`config.mk`:
```
export PLATFORM = sky130hd
export DESIGN_NAME = nvram_upload
export DESIGN_NICKNAME = d
export VERILOG_FILES = /design/src/rtl/nvram_upload.sv
export SDC_FILE = /design/constraint.sdc
export NUM_CORES = 1
export LEC_CHECK = 0
export ABC_AREA = 1
export BUFFER_PORTS_ARGS = -buffer_cell sky130_fd_sc_hd__clkbuf_2
export CAP_MARGIN = 30
export CORE_ASPECT_RATIO = 0.5
export CORE_MARGIN = 3
export CORE_UTILIZATION = 59
export DETAILED_ROUTE_END_ITERATION = 12
export MAX_ROUTING_LAYER = met4
export PLACE_DENSITY_LB_ADDON = 0.2
export RECOVER_POWER = 50
export SLEW_MARGIN = 20
export SYNTH_ARGS = -nofsm -noshare
export SYNTH_HDL_FRONTEND = slang
export SYNTH_SLANG_ARGS = --single-unit
```
`constraint.sdc`:
```
create_clock -name clk -period 3 [get_ports clk]
set_input_delay 0.45 -clock clk [delete_from_list [all_inputs] [get_ports clk]]
set_output_delay 0.45 -clock clk [all_outputs]
set_load 0.05 [all_outputs]
```
`src/rtl/nvram_upload.sv`:
```
// nvram_upload: serves hps_io upload byte reads out of SDRAM through a
// one-word read cache. Misses stall hps_io with ioctl_wait while a single
// 32-bit word is fetched; hits and out-of-range reads answer next cycle.
module nvram_upload #(
  parameter logic [22:0] BASE_ADDR = 23'h0,
  parameter int unsigned SIZE      = 1024
) (
  input  logic        clk,
  input  logic        reset_n,
  input  logic        ioctl_upload,
  input  logic        ioctl_rd,
  input  logic [24:0] ioctl_addr,
  output logic [7:0]  ioctl_din,
  output logic        ioctl_wait,
  output logic [22:0] sdram_addr,
  output logic        sdram_req,
  input  logic        sdram_ack,
  input  logic        sdram_valid,
  input  logic [31:0] sdram_q,
  output logic        sdram_we
);

  typedef enum logic [1:0] {IDLE, REQ, WAIT, DONE} state_t;

  state_t      state, state_nxt;
  logic [24:0] addr_q;       // byte address of the outstanding miss
  logic [31:0] c_data;
  logic [22:0] c_tag;
  logic        c_valid;
  logic        upload_q;
  logic        abort;        // upload ended mid-transaction: drop the fill
  logic        upload_rise, upload_fall;
  logic        oor, hit, fill;
  logic [31:0] addr_ext;

  assign upload_rise = ioctl_upload & ~upload_q;
  assign upload_fall = ~ioctl_upload & upload_q;
  assign addr_ext    = {7'd0, ioctl_addr};
  assign oor         = (addr_ext >= SIZE);
  // A read on the same edge as a new upload must not hit the stale word.
  assign hit         = c_valid && !upload_rise && (c_tag == ioctl_addr[24:2]);
  // Data can arrive with the ack itself, or later while waiting.
  assign fill        = (state == REQ && sdram_ack && sdram_valid) ||
                       (state == WAIT && sdram_valid);

  function automatic logic [7:0] sel_byte(input logic [31:0] w, input logic [1:0] s);
    return w[{s, 3'b000} +: 8];
  endfunction

  // State register
  always_ff @(posedge clk or negedge reset_n) begin
    if (!reset_n) state <= IDLE;
    else          state <= state_nxt;
  end

  // Next-state logic
  always_comb begin
    state_nxt = state;
    case (state)
      IDLE: if (ioctl_rd && !oor && !hit) state_nxt = REQ;
      REQ:  if (sdram_ack) state_nxt = sdram_valid ? DONE : WAIT;
      WAIT: if (sdram_valid) state_nxt = DONE;
      DONE: state_nxt = IDLE;
      default: state_nxt = IDLE;
    endcase
  end

  // FSM-decoded outputs
  always_comb begin
    sdram_req = (state == REQ);
    sdram_we  = 1'b0;
  end

  // Datapath: read response, miss address capture, cache and upload tracking
  always_ff @(posedge clk or negedge reset_n) begin
    if (!reset_n) begin
      ioctl_din  <= 8'h00;
      ioctl_wait <= 1'b0;
      sdram_addr <= 23'h0;
      addr_q     <= 25'h0;
      c_data     <= 32'h0;
      c_tag      <= 23'h0;
      c_valid    <= 1'b0;
      upload_q   <= 1'b0;
      abort      <= 1'b0;
    end else begin
      upload_q <= ioctl_upload;
      case (state)
        IDLE: if (ioctl_rd) begin
          if (oor)      ioctl_din <= 8'hFF;
          else if (hit) ioctl_din <= sel_byte(c_data, ioctl_addr[1:0]);
          else begin
            addr_q     <= ioctl_addr;
            sdram_addr <= BASE_ADDR + ioctl_addr[24:2];
            ioctl_wait <= 1'b1;
          end
        end
        DONE: begin
          ioctl_din  <= sel_byte(c_data, addr_q[1:0]);
          ioctl_wait <= 1'b0;
        end
        default: ;
      endcase

      if (fill) begin
        c_data <= sdram_q;
        c_tag  <= addr_q[24:2];
      end

      if (upload_rise || (state == DONE && (abort || upload_fall))) c_valid <= 1'b0;
      else if (fill)                                                c_valid <= 1'b1;

      if (state == IDLE)    abort <= 1'b0;
      else if (upload_fall) abort <= 1'b1;
    end
  end

endmodule

```
=== After elaboration in Yosys (flattened, before gate mapping) ===
Index checks and enable logic that the tools add are counted.
W data, S select, Z words.

* $add $sub $neg: 0
* Multipliers: 0
* Div/mod/pow operators: 0
* Order comparisons: 1
* Eq/ne operators: 11
* Shift-type cells: 2
* Mux-type cells: 17
* Bitwise logic cells: 6
* Reduce and logical (&&, ||, !) cells: 22

{| class="wikitable"
|+ Operators by type and width
! operator !! number
|-
| $shiftx A32 B6 Y8 || 2
|-
| $ge A25 B11 Y1 const B || 1
|-
| $mux W8 || 3
|-
| $eq A23 B23 Y1 || 1
|-
| $pmux W8 S2 || 1
|-
| $ne A2 B2 Y1 const B || 5
|-
| $logic_and A1 B1 Y1 || 8
|-
| $mux W1 || 8
|-
| $pmux W2 S4 || 1
|-
| $reduce_and A4 Y1 || 2
|-
| $mux W2 || 3
|-
| $reduce_and A3 Y1 || 2
|-
| $reduce_bool A2 Y1 || 3
|-
| $eq A2 B2 Y1 const B || 2
|-
| $not A1 Y1 || 4
|-
| $logic_not A1 Y1 || 3
|-
| $logic_or A1 B1 Y1 || 3
|-
| $ne A3 B3 Y1 const B || 1
|-
| $and A1 B1 Y1 || 2
|-
| $eq A2 B1 Y1 const B || 1
|-
| $logic_not A2 Y1 || 1
|-
| $ne A2 B1 Y1 const B || 1
|-
| $pmux W1 S2 || 1
|}

* Register bits after elaboration: 117
* Bits in latches: 0
* Bits in writable memories: 0
* Memory bits (read-only): 0
* Input port bits: 63
* Output and inout bits: 34
* Memories kept: 0

=== Longest topological paths before layout ===
* Depth in word-level cells: 9
* Mapped depth: 13

=== Least setup slack after synthesis ===
No wires, ideal clock.

* Path type: flip-flop to flip-flop
* Start point: register state[0]
* End point: register c_data[19]
* Library setup time: 0.125 ns
* Arrival: 1.884 ns
* Data required time: 2.875 ns
* Setup slack: 0.992 ns
* Cell stages (with the launch flop): 7
* Buffers on the path: 1
* Clock period less this slack: 2.008 ns
* Cells stage by stage: dfrtp_1 > ha_1 > nand2_1 > nand2_1 > nand2_1 > clkbuf_1 > mux2_2

* Cells in the longest elaborated chain, start to end: 4

{| class="wikitable"
|+ Ends and longest elaborated chain
! element !! line !! source
|-
| start: declaration || 25 || <nowiki>state_t state, state_nxt;</nowiki>
|-
| start signal: assignment || 53 || <nowiki>else state <= state_nxt;</nowiki>
|-
| $eq A2 B1 Y1 || - ||
|-
| net sdram_req || 16 || <nowiki>output logic sdram_req,</nowiki>
|-
| $logic_and A1 B1 Y1 (2 in series) || 43 || <nowiki>assign fill = (state == REQ && sdram_ack && sdram_valid) ||</nowiki>
|-
| $logic_or A1 B1 Y1 || 43 ||
|-
| end signal: assignment || 106 || <nowiki>c_data <= sdram_q;</nowiki>
|-
| end: declaration || 27 || <nowiki>logic [31:0] c_data;</nowiki>
|}

The timed path passes the listed nets, and every way through them passes these cells.
A chain may end at the register's enable or synchronous reset.

=== Worst setup path in the final report ===
* Start point: register state[1]
* End point: register c_tag[4]

* Cells in the longest elaborated chain, start to end: 4

{| class="wikitable"
|+ Ends and longest elaborated chain
! element !! line !! source
|-
| $eq A2 B1 Y1 || 43 ||
|-
| $logic_and A1 B1 Y1 (2 in series) || 43 ||
|-
| $logic_or A1 B1 Y1 * || 43 ||
|-
| end signal: assignment || 107 || <nowiki>c_tag <= addr_q[24:2];</nowiki>
|-
| end: declaration || 28 || <nowiki>logic [22:0] c_tag;</nowiki>
|}

Mark *: on every way between the ends. The rest lies on a longest branch, timed or not.

==> flow_summary.yaml <==
routing:
  ant_nets: 0
  drt_first_pass_iters: 4
  drcViolationCount: 0
  route.detailed.vias_per_inst: 5.09
  drt_wirelength_um: 10000
  highest_layer: "met4"
  avgRoutedWirePerCell_um: 12.8
  routed-via-count: 3983
  route.met2.wl_um: 4790
  routedLengthMet1_um: 4430
  dr.first_iter.drc_count: 239
  met3RoutedLength_um: 701
worst_setup_path:
  peak_fanout_along_the_critical_path: 66
  timing.critical_path.from_type: "flop"
  critical_path_required_ps: 3260
  critical_path_arrival_ps: 2260
  endpoint_kind: "flop"
  crit_type: "reg -> reg"
sta:
  hold_viol: 0
  final.period_utilization_pct: 66.7
  max-slew-margin-rel_pct: 21.0
  finalWorstSetupSlack_ps: 1000
  final_period_demand_of_the_worst_path_ps: 2000
  worst_case_clock_skew_ps: 8.43
  maxSlewViolCount: 0
  setup_total_neg_slack_ps: 0
  clock.fmax_mhz: 500
  rsz0062_at_grt: "no"
  max_slew.worst_pin.slew_ps: 1180
  final-setup-viol-count: 0
floorplan:
  floorplan.die.height_um: 70.2
  floorplan.die_area_sq_um: 9440
  core_area_sq_um: 7650
  die_w_um: 134
  boundary_pins: 97
  initial_utilization_pct: 63.6
  placementRows: 22
pwr:
  switch_pwr_mw: 1.86
  combPwrFrac_pct: 35.8
  power.switching_fraction_pct: 37.5
  seq_power_share_pct: 39.5
  share_clk_of_total_power_pct: 24.7
  power_density_nw_per_um2: 896
  peak_supply_drop_mv: 0.482
  p_int_mw: 3.10
  leakage_nw: 3.14
grt:
  grt_start_max_net_pins: 67
  grt_first_pass_wirelength_um: 16800
  globalRouteTotalUtil_pct: 22.8
  antenna_found_initial: 0
  grt_pass1_vias: 3715
  grt_overflow_total: 0
clock_network:
  cts_repair_resize_count: 0
  clkSlewWorstSetupHoldPaths_ps: 60
  cts-hold-fix-buffers: 0
  clock_sinks: 94
  cts_tree: "built"
  cts_max_path_buffers: 2
  post-cts-setup-buffers: 0
  clk_root_buffer_cell: "clkbuf_16"
  cts_max_level: 3
  numCtsBuffers: 9
  worst_skew_pair_latency_ps: 340
placed_design:
  routabilityCongestion: 0.846
  buffer_ports.inserted: 95
  place_hpwl_um: 7280
  dp_worst_setup_slack_ps: 874
final_layout:
  drive_above_1_share_pct: 20.3
  syn2layout_area_growth_pct: 13.6
  num-fill-cells: 654
  layout.nets: 738
  antenna_fix_cells: 0
hold_path:
  hold_class: "in -> async"
synthesis:
  synth_cells: 607
  yosys_register_bits: 94
  post_synth.cell_area_avg_sq_um: 8.01
  post_syn_nets: 674
  synth.lib_cells_used.distinct: 28
  syn-cell-area_sq_um: 4860
  ys.warnings.count: 0
  yosysSeqAreaShare_pct: 48.4
flow_run:
  maxCapViolations: 0
outcome:
  status: "complete, no violations"
## cells in the final DEF (no fill, tap or decap)
cell type / n
mux2_2: 19
o211ai_1: 1
nor2_1: 56
clkbuf_1: 16
nor3_4: 1
clkbuf_16: 9
a21oi_1: 87
or2_2: 1
nand2_1: 125
clkinvlp_4: 1
nand3_1: 16
nor3_2: 1
ha_1: 4
nand2_2: 5
nand4_1: 2
clkbuf_2: 80
clkbuf_8: 2
inv_1: 92
nand4_2: 1
inv_2: 1
xor2_1: 1
o21ai_2: 8
nand2_4: 2
buf_4: 4
o22ai_1: 1
dfrtp_1: 94
bufinv_16: 2
o21ai_0: 40
conb_1: 1
nor3b_1: 1
clkinv_1: 1
## critical path, stage by stage, from the launching register on
cell and delay, ps:
dfrtp_1 400, inv_1 100, ha_1 230, nand2_1 70, nand2_1 90, nand2_4 530, buf_4 290, nor2_1 60
a21oi_1 140
## cells in the mapped netlist
| cell | number | area, sq um |
|---|---|---|
| nand4_1 | 2 | 12.5 |
| buf_4 | 24 | 180 |
| nor3b_1 | 1 | 7.51 |
| nand2_2 | 5 | 31.3 |
| conb_1 | 1 | 3.75 |
| nand2_1 | 126 | 473 |
| o211ai_1 | 1 | 7.51 |
| buf_6 | 3 | 33.8 |
| clkbuf_1 | 13 | 48.8 |
| mux2_2 | 19 | 214 |
| ha_1 | 4 | 50.1 |
| nand3_1 | 16 | 80.1 |
| buf_2 | 6 | 30.0 |
| nor3_2 | 1 | 10.0 |
| xor2_1 | 1 | 8.76 |
| nand4_2 | 1 | 12.5 |
| dfrtp_1 | 94 | 2350 |
| nor3_4 | 1 | 16.3 |
| o21ai_0 | 40 | 200 |
| or2_2 | 1 | 6.26 |
| o22ai_1 | 1 | 6.26 |
| a21oi_1 | 87 | 435 |
| o21ai_2 | 8 | 70.1 |
| clkinv_1 | 1 | 3.75 |
| nand2_4 | 1 | 11.3 |
| nor2_1 | 56 | 210 |
| inv_1 | 92 | 345 |
| inv_2 | 1 | 3.75 |
## registers in the layout, summed over array words and instances, names as in the netlist
name and flops:
ioctl_wait 1, c_tag 23, sdram_addr 23, c_valid 1, upload_q 1, state 2, addr_q 2, c_data 32
ioctl_din 8, abort 1
## layout make-up
type | instances | area (sq um) | area share (%)
clock buffers | 12 | 256 | 4.64
inverters | 94 | 353 | 6.39
multi-input cells | 373 | 1870 | 33.9
clock inverters | 3 | 67.6 | 1.22
repair buffers | 99 | 487 | 8.81
well taps | 108 | 135 | 2.45
flip-flops and latches | 94 | 2350 | 42.6
## power groups by stage
stage	Sequential, mW	Combinational (mW)	Clock (mW)
after floorplan	2.12	1.18	0
after global placement	1.95	1.74	0
after detailed placement	1.97	1.80	0
after CTS	1.95	1.81	1.25
after global routing	2.01	2.02	1.29
final	1.96	1.77	1.22
## through the flow
| step | cells | util [%] | cell area, sq um | hold WS (ps) | power, mW |
|---|---|---|---|---|---|
| after floorplan | 607 | - | 4860 | 154 | 3.30 |
| after global routing | 783 | 72.2 | 5530 | 138 | 5.33 |
| after detailed placement | 768 | 68.4 | 5240 | 463 | 3.77 |
| after CTS | 783 | 72.6 | 5560 | 115 | 5.01 |
| after global placement | 768 | 68.4 | 5240 | 459 | 3.69 |
| final | 783 | 72.2 | 5530 | 96.6 | 4.95 |
## kinds of logic (layout without fill, tap and decap cells)
group / Yosys count / in the layout / synth area share, %
muxes: 19 / 19 / 4.40
AOI/OAI and AO/OA: 137 / 137 / 14.8
DFF: 94 / 94 / 48.4
adders and majority gates: 4 / 4 / 1.03
other: 1 / 1 / 0.0771
xor gates and xnor gates: 1 / 1 / 0.180
buffers and inverters: 140 / 208 / 13.3
and+or+nand+nor: 211 / 211 / 17.9
## routing by layer
| metal | track usage, % | vias up |
|---|---|---|
| li1 | - | 2012 |
| met1 | 29.3 | 1854 |
| met2 | 36.4 | 105 |
| met3 | 5.90 | 12 |
| met4 | 5.76 | 0 |
| met5 | - | - |
## worst paths after layout
path	slack [ps]	start	cells past startpoint	to
setup / recovery	1000	state[1]	8	c_tag[4]
hold / removal	100	reset_n	1	c_data[13]
setup reg to reg	1000	state[1]	8	c_tag[4]
hold reg to reg	470	ioctl_wait	2	ioctl_wait
max in group asynchronous	1360	reset_n	2	sdram_addr[10]
min in group clk	250	ioctl_upload	1	upload_q
Power figures use the tool's default switching activity.
